--- config.mk ---
export PLATFORM = sky130hd
export DESIGN_NAME = posit_decode_pipe
export DESIGN_NICKNAME = d
export VERILOG_FILES = /design/src/rtl/posit_decode_pipe.sv
export SDC_FILE = /design/constraint.sdc
export NUM_CORES = 1
export LEC_CHECK = 0
export ABC_AREA = 0
export BUFFER_PORTS_ARGS = -buffer_cell sky130_fd_sc_hd__buf_2
export CAP_MARGIN = 30
export CORE_ASPECT_RATIO = 0.7
export CORE_MARGIN = 2
export CORE_UTILIZATION = 60
export DETAILED_ROUTE_END_ITERATION = 8
export PLACE_DENSITY = 0.78
export SLEW_MARGIN = 20
export SYNTH_ARGS = -nofsm -noshare
export SYNTH_HDL_FRONTEND = slang
export SYNTH_SLANG_ARGS = --single-unit
--- constraint.sdc ---
create_clock -name clk -period 34.3 [get_ports clk]
set_input_delay 3.43 -clock clk [delete_from_list [all_inputs] [get_ports clk]]
set_output_delay 3.43 -clock clk [all_outputs]
set_load 0.05 [all_outputs]
--- src/rtl/posit_decode_pipe.sv ---
// posit_decode_pipe: three-stage posit decoder with a valid/ready stream interface.
// S1 takes the magnitude and flags zero and NaR. S2 measures the regime run and
// strips it. S3 splits the exponent from the fraction and forms the scale.
module posit_decode_pipe #(
  parameter int N  = 32,
  parameter int ES = 2,
  localparam int RW = $clog2(N) + 1,
  localparam int FW = N - 3 - ES,
  localparam int SW = RW + ES,
  localparam int EW = (ES > 0) ? ES : 1
) (
  input  logic                 clk,
  input  logic                 rst_n,
  input  logic                 in_valid,
  output logic                 in_ready,
  input  logic [N-1:0]         in_posit,
  output logic                 out_valid,
  input  logic                 out_ready,
  output logic                 out_sign,
  output logic                 out_zero,
  output logic                 out_nar,
  output logic signed [RW-1:0] out_regime,
  output logic [EW-1:0]        out_exponent,
  output logic [FW-1:0]        out_fraction,
  output logic signed [SW-1:0] out_scale
);

  // Width of the regime run counter. It can hold up to N-1.
  localparam int MW = $clog2(N);

  // Ready chain. It is combinational, so bubbles collapse.
  logic w_rdy1, w_rdy2, w_rdy3;
  logic r_v1, r_v2, r_v3;

  assign w_rdy3   = !r_v3 || out_ready;
  assign w_rdy2   = !r_v2 || w_rdy3;
  assign w_rdy1   = !r_v1 || w_rdy2;
  assign in_ready = w_rdy1;

  // ---------------- Stage 1: magnitude and special flags ----------------
  // Only the low N-1 bits of the magnitude matter. Negating mod 2^(N-1) gives the same bits.
  logic [N-2:0] w_mag;
  assign w_mag = in_posit[N-1] ? (~in_posit[N-2:0] + (N-1)'(1)) : in_posit[N-2:0];

  logic         r1_sign, r1_zero, r1_nar;
  logic [N-2:0] r1_mag;

  // S1 valid bit. It advances whenever S1 can accept a word.
  always_ff @(posedge clk) begin
    // NOTE: state uses non-blocking assignments. Every stage then samples the value
    // its neighbour held before the edge.
    if (!rst_n)      r_v1 <= 1'b0;
    else if (w_rdy1) r_v1 <= in_valid;
  end

  // S1 payload. It loads regardless of valid.
  always_ff @(posedge clk) begin
    // NOTE: payload registers are deliberately not reset. The valid bits alone decide
    // whether their contents mean anything.
    if (w_rdy1) begin
      r1_sign <= in_posit[N-1];
      r1_zero <= (in_posit == '0);
      r1_nar  <= (in_posit == {1'b1, {(N-1){1'b0}}});
      r1_mag  <= w_mag;
    end
  end

  // ---------------- Stage 2: regime run length and body ----------------
  logic [MW-1:0]        w_run;
  logic                 w_run_done;
  logic signed [RW-1:0] w_run_s;
  logic signed [RW-1:0] w_k;
  logic [N-4:0]         w_body;

  // Count how many bits from mag[N-2] downward equal mag[N-2]. The count is capped at N-1.
  always_comb begin
    // NOTE: every variable gets its default before the loop. Nothing is left to hold
    // its old value, so no latch is inferred.
    w_run      = MW'(1);
    w_run_done = 1'b0;
    for (int i = N - 3; i >= 0; i--) begin
      if (!w_run_done && (r1_mag[i] == r1_mag[N-2])) w_run = w_run + MW'(1);
      else                                           w_run_done = 1'b1;
    end
  end

  assign w_run_s = signed'({1'b0, w_run});
  assign w_k     = r1_mag[N-2] ? (w_run_s - RW'(1)) : -w_run_s;
  // Dropping the m regime bits and the terminator is a left shift by m-1 of mag[N-4:0].
  // Any run of N-2 or more leaves the body empty.
  assign w_body  = r1_mag[N-4:0] << (w_run - MW'(1));

  logic                 r2_sign, r2_zero, r2_nar;
  logic signed [RW-1:0] r2_k;
  logic [N-4:0]         r2_body;

  // S2 valid bit.
  always_ff @(posedge clk) begin
    if (!rst_n)      r_v2 <= 1'b0;
    else if (w_rdy2) r_v2 <= r_v1;
  end

  // S2 payload: regime value and the left-aligned body.
  always_ff @(posedge clk) begin
    if (w_rdy2) begin
      r2_sign <= r1_sign;
      r2_zero <= r1_zero;
      r2_nar  <= r1_nar;
      r2_k    <= w_k;
      r2_body <= w_body;
    end
  end

  // ---------------- Stage 3: exponent, fraction, scale ----------------
  logic [EW-1:0]        w_exp;
  logic [FW-1:0]        w_frac;
  logic signed [SW-1:0] w_k_ext;
  logic signed [SW-1:0] w_scale;
  logic                 w_special;

  generate
    if (ES > 0) begin : g_exp
      assign w_exp = r2_body[N-4 -: ES];
    end else begin : g_no_exp
      assign w_exp = 1'b0;
    end
  endgenerate

  assign w_frac    = r2_body[FW-1:0];
  assign w_k_ext   = SW'(r2_k);
  assign w_scale   = SW'(w_k_ext <<< ES) + SW'(w_exp);
  assign w_special = r2_zero || r2_nar;

  // Output register. It is cleared on reset, and zero and NaR force the fields to 0.
  always_ff @(posedge clk) begin
    if (!rst_n) begin
      r_v3          <= 1'b0;
      out_sign      <= 1'b0;
      out_zero      <= 1'b0;
      out_nar       <= 1'b0;
      out_regime    <= '0;
      out_exponent  <= '0;
      out_fraction  <= '0;
      out_scale     <= '0;
    end else if (w_rdy3) begin
      r_v3          <= r_v2;
      out_sign      <= r2_sign;
      out_zero      <= r2_zero;
      out_nar       <= r2_nar;
      out_regime    <= w_special ? '0 : r2_k;
      out_exponent  <= w_special ? '0 : w_exp;
      out_fraction  <= w_special ? '0 : w_frac;
      out_scale     <= w_special ? '0 : w_scale;
    end
  end

  assign out_valid = r_v3;

endmodule

# Word-level counts from Yosys, hierarchy flattened

Index checks and enable logic that the tools add are counted.

Shift-type cells: 1
Multiplexer cells: 65
Equality and inequality tests: 31
$mul: 0
Divide/modulo/power cells: 0
Magnitude comparators: 0
Reduce and logical (&&, ||, !) cells: 65
Bitwise logic cells: 1
Add/subtract/negate cells: 34

Operator list:

| operator                | number |
|---|---|
| $add A5 B1 Y5 const B   | 29 |
| $mux W5                 | 29 |
| $eq A32 B32 Y1 const B  | 1 |
| $logic_not A32 Y1       | 1 |
| $add A31 B1 Y31 const B | 1 |
| $logic_not A1 Y1        | 31 |
| $mux W31                | 1 |
| $not A31 Y31            | 1 |
| $eq A1 B1 Y1            | 30 |
| $logic_and A1 B1 Y1     | 29 |
| $mux W1                 | 29 |
| $shl A29 B5 Y29         | 1 |
| $mux W27                | 1 |
| $mux W6                 | 2 |
| $add A8 B2 Y8           | 1 |
| $mux W8                 | 1 |
| $neg A5 Y6              | 1 |
| $sub A5 B1 Y6 const B   | 1 |
| $sub A5 B1 Y5 const B   | 1 |
| $logic_or A1 B1 Y1      | 4 |
| $mux W2                 | 2 |

Logic and storage cells: 216
Bits in latches: 0
Output and inout port bits: 48
Bits in writable memories: 0
Memories kept: 0
Register bits after elaboration: 121
Memory bits (read-only): 0

# Logic depth before layout (Yosys ltp)

Depth after elaboration: 89
Depth in mapped cells: 97
Gate-level depth less buffers: 93

# Worst setup path before layout

No wires, ideal clock.

Kind: register to register
From: register r1_mag[30]
To: register r2_body[26], data pin
Arrival: 16.841 ns
Cell stages (with the launch flop): 95
Path slack: 17.197 ns
Setup time: 0.262 ns
Period minus slack after synthesis: 17.103 ns
Path through: edfxtp_1 buf_2 buf_2 buf_2 nor2_1 o2bb2ai_1 inv_1 ha_1 o21a_1 ha_1 a21o_1 ha_1 a22o_1 a21oi_1 inv_1 ha_1 inv_1 mux2i_1 [... 59 more ...] nor2_1 a21oi_1 o21ai_0 nand2_1 o21ai_0 ha_1 o31a_1 ha_1 mux2i_1 nand2_1 nand2_1 ha_1 clkbuf_1 clkbuf_1 clkbuf_1 mux4_2 mux2i_1 mux2_1

Word-level cells in the longest chain between the ends: 89
Elaborated cells on any way between the ends: 177
Those cells by class: add/sub: 30; eq/ne: 30; shift: 1; mux: 59; reduce/logical: 57

RTL lines:

| what                                                                   | line | source |
|---|---|---|
| from (decl)                                                            | 46   | `logic [N-2:0] r1_mag;` |
| from (signal assigned)                                                 | 64   | `r1_mag <= w_mag;` |
| parallel branches: the longest is 86 deep, another holds $add A5 B1 Y5 | n/a  |  |
| $mux W5 *                                                              | 82   | `if (!w_run_done && (r1_mag[i] == r1_mag[N-2])) w_run = w_run + MW'(1);` |
| $sub A5 B1 Y5 *                                                        | 91   | `assign w_body = r1_mag[N-4:0] << (w_run - MW'(1));` |
| $shl A29 B5 Y29 *                                                      | 91   |  |
| named net w_body[26]                                                   | 73   | `logic [N-4:0] w_body;` |
| to (signal assigned)                                                   | 110  | `r2_body <= w_body;` |
| to (decl)                                                              | 95   | `logic [N-4:0] r2_body;` |

Mark *: on every way through the listed nets, which the timed path passes.
A chain may end at the register's enable or synchronous reset.

# Final worst setup path

From: register r1_mag[28]
To: register r2_body[26], data pin

Word-level cells in the longest chain between the ends: 89
Elaborated cells on any way between the ends: 145
Those cells by class: add/sub: 29; eq/ne: 1; shift: 1; mux: 57; reduce/logical: 57

RTL lines:

| what                                                                   | line |
|---|---|
| parallel branches: the longest is 88 deep, another holds $add A5 B1 Y5 | n/a |
| $shl A29 B5 Y29 *                                                      | 91 |
| named net w_body[26]                                                   | 73 |

Marked as above.

==> impl_metrics.ini <==
[run_status]
status = completed

[floorplan]
pin_count = 84
core_um2 = 16300
die_area_um2 = 17700
die_h_um = 112
start_util = 0.613
die_w_um = 158
core.rowCount = 39

[synthesis]
netlist_area_um2 = 9990
syn_avg_cell_area_um2 = 8.73
ys_seq_elements = 113
synth_cells = 1144
synthFlopType = edfxtp_1
synth_edf_count = 72
yosys_warnings = 0
syn_nets = 1207
synth_cell_types = 87
synthArstFlopShare = 0
ys_seq_area_frac = 0.299

[min_path]
worstHoldEndpoint = r2_zero
min_path_cells = 0
hold_path.class = flip-flop to flip-flop
hold_start = r1_zero

[setup_path]
crit_path_top_delay_cell = edfxtp_1
cp.arrival_ns = 18.73
r2r-end = r2_body[26]
critPathLaunchType = flip-flop
worst_path_largest_cell_delay_ns = 0.52
worstPathRequired_ns = 34.46
timing.critical_path.buf_inv = 4
r2r_slack_ns = 15.73
crit_top_cell = ha_1
worst_setup_path_end_kind = flip-flop
r2r-start = r1_mag[28]
crit_fanout = 33
path_delay_family = adder cells
rr_worst_depth = 91
crit_type = flip-flop to flip-flop

[power_and_ir_drop]
ir_drop_v = 0.0000369
power.total_mw = 0.659
leakagePower_nw = 4.60
cellPowerDensity_nw_per_um2 = 59.6

[global_routing]
grt_pass1_vias = 7844
antenna_found_initial = 0
grt_pass1_wl_um = 39600
grt.overflow.total = 0
track_usage = 0.277
grt_max_degree = 68

[timing]
hold_viol = 0
finalCriticalPeriod_ns = 18.57
grt_setup_unrepaired = no
max_slew_margin = 0.402
finClkSkew_ns = 0.0116
min_period_over_period = 0.542
finalSetupViolations = 0
hold_ws_ns = 0.429
fmax_ghz = 0.0538
final_max_slew_viol_count = 0
worst_pin_slew_ns = 0.893
setup-tns-final_ns = 0

[clock_tree]
cts_root_buffer = clkbuf_16
clk_pin_slew_ns = 0.06
cts_setup_buffers = 0
insertion_delay_ns = 0.42
cts-htree-levels = 4
clkSinkCount = 113
cts_resized = 0
tritoncts = built
cts_made_buffers = 17
clock_path_buffers = 2
cts_hold_buf = 0

[routing]
routed-wl-met2_um = 10300
drt-wirelength-per-cell_um = 17.1
wirelength_um = 24200
drc = 0
top_layer = met4
drtIter0Drc = 944
ant_nets = 0
viasPerCell = 6.11
dr_wl_met3_um = 1610
firstDrtPassIters = 6
m1WireLength_um = 11900
vias = 8663

[placed_design]
io_buffers = 83
gp_congestion = 0.972
dpl.hpwl_um = 17600

[flow_run]
max_cap_violations = 0

[finish]
area_growth_pct = 10.7
drive_gt1_frac = 0.148
fin_nets = 1243
diodes = 0
## flip-flops by register name, summed over array words and instances (netlist names)
| name | flops |
|---|---|
| out_exponent | 1 |
| r2_nar | 1 |
| r2_zero | 1 |
| out_regime | 6 |
| r2_body | 29 |
| r1_mag | 31 |
| r2_k | 6 |
| r_v2 | 1 |
| r1_zero | 1 |
| out_zero | 1 |
| out_valid | 1 |
| out_nar | 1 |
| r2_sign | 1 |
| r1_nar | 1 |
| out_fraction | 27 |
| out_sign | 1 |
| r1_sign | 1 |
| out_scale | 1 |
| r_v1 | 1 |
## how the worst max path moves through the flow
| stage | cells past startpoint | from | endpoint | slack, ns |
|---|---|---|---|---|
| 5_1_grt | 92 | r1_mag[28] | r2_body[12] | 14.25 |
| 4_1_cts | 90 | r1_mag[28] | r2_body[21] | 15.62 |
| 3_5_place_dp | 90 | r1_mag[28] | r2_body[21] | 15.66 |
| 2_1_floorplan | 94 | r1_mag[30] | r2_body[26] | 17.20 |
| 3_3_place_gp | 90 | r1_mag[28] | r2_body[21] | 16.16 |
| 6_report | 91 | r1_mag[28] | r2_body[26] | 15.73 |
## through the flow
step / setup WS, ns / instances / instance area [um^2] / utilization
after CTS: 15.62 / 1415 / 11000 / 0.676
after detailed placement: 15.66 / 1383 / 10400 / 0.639
after global placement: 16.16 / 1383 / 10400 / 0.639
after floorplan: 17.20 / 1144 / 9990 / -
after global routing: 14.25 / 1418 / 11100 / 0.679
final: 15.73 / 1418 / 11100 / 0.679
## layout by cell type, fill, tap and decap left out, types with 5 or more instances in the layout
master	netlist	layout
nand2_1	117	117
mux2i_1	93	93
nor2_1	84	84
buf_2	16	83
edfxtp_1	72	72
xnor2_1	70	69
nor2b_1	49	48
o21ai_0	42	42
nand3_1	42	41
dfxtp_1	41	41
a22oi_1	40	40
a21oi_1	31	31
inv_1	30	30
nor3_1	29	28
ha_1	27	27
xor2_1	24	23
clkbuf_16	0	21
or3_1	19	19
and2_1	18	18
nor4_1	17	17
nand2b_1	17	17
o31ai_1	14	14
mux2_2	14	14
and3_1	12	12
buf_4	12	10
o22ai_1	9	9
o211ai_1	8	8
nand4_1	7	7
nor3b_1	7	7
o21ai_1	7	7
maj3_1	7	7
a31oi_1	6	6
a21o_1	5	5
a21boi_0	5	5
## metal layers
layer  up-vias  global-route usage
li1       4253                   -
met1      4029               0.422
met2       344               0.412
met3        37              0.0401
met4         0              0.0709
met5         -                   0
## synth_stat cells (all sizes together) (12+ instances only)
library cell	count	area share
a21oi	31	0.016
a22oi	40	0.030
and2	20	0.013
and3	12	0.0075
buf	34	0.021
clkbuf	45	0.017
dfxtp	41	0.082
edfxtp	72	0.22
ha	27	0.034
inv	31	0.012
mux2	17	0.019
mux2i	93	0.093
nand2	118	0.045
nand2b	17	0.011
nand3	42	0.021
nor2	84	0.032
nor2b	49	0.031
nor3	31	0.017
nor4	18	0.012
o21ai	50	0.025
o31ai	14	0.011
or3	19	0.012
xnor2	73	0.066
xor2	26	0.024
## kinds of logic (layout without fill, tap and decap cells)
group                      Yosys count  in the layout  synth area share
and+or+nand+nor                    446            446             0.226
AOI/OAI and AO/OA                  223            223             0.161
muxes                              113            113             0.119
DFF                                113            113             0.299
buffers and inverters              110            159            0.0493
xor gates and xnor gates           105            105             0.105
adders and majority gates           34             34            0.0408
## power breakdown
group          switching [mW]  internal (mW)  total, mW
sequential             0.0222          0.185      0.207
clock                  0.0664          0.111      0.177
combinational           0.172          0.103      0.275
total                   0.261          0.398      0.659
## layout make-up
cell class / count / area (um^2)
clock inverters: 11 / 81.3
inverters: 31 / 116
well taps: 225 / 282
fillers: 1296 / 5240
repair buffers: 96 / 533
flip-flops and latches: 113 / 2980
clock buffers: 21 / 526
multi-input cells: 921 / 6540
Note: power is estimated with default switching activity, not from simulation.
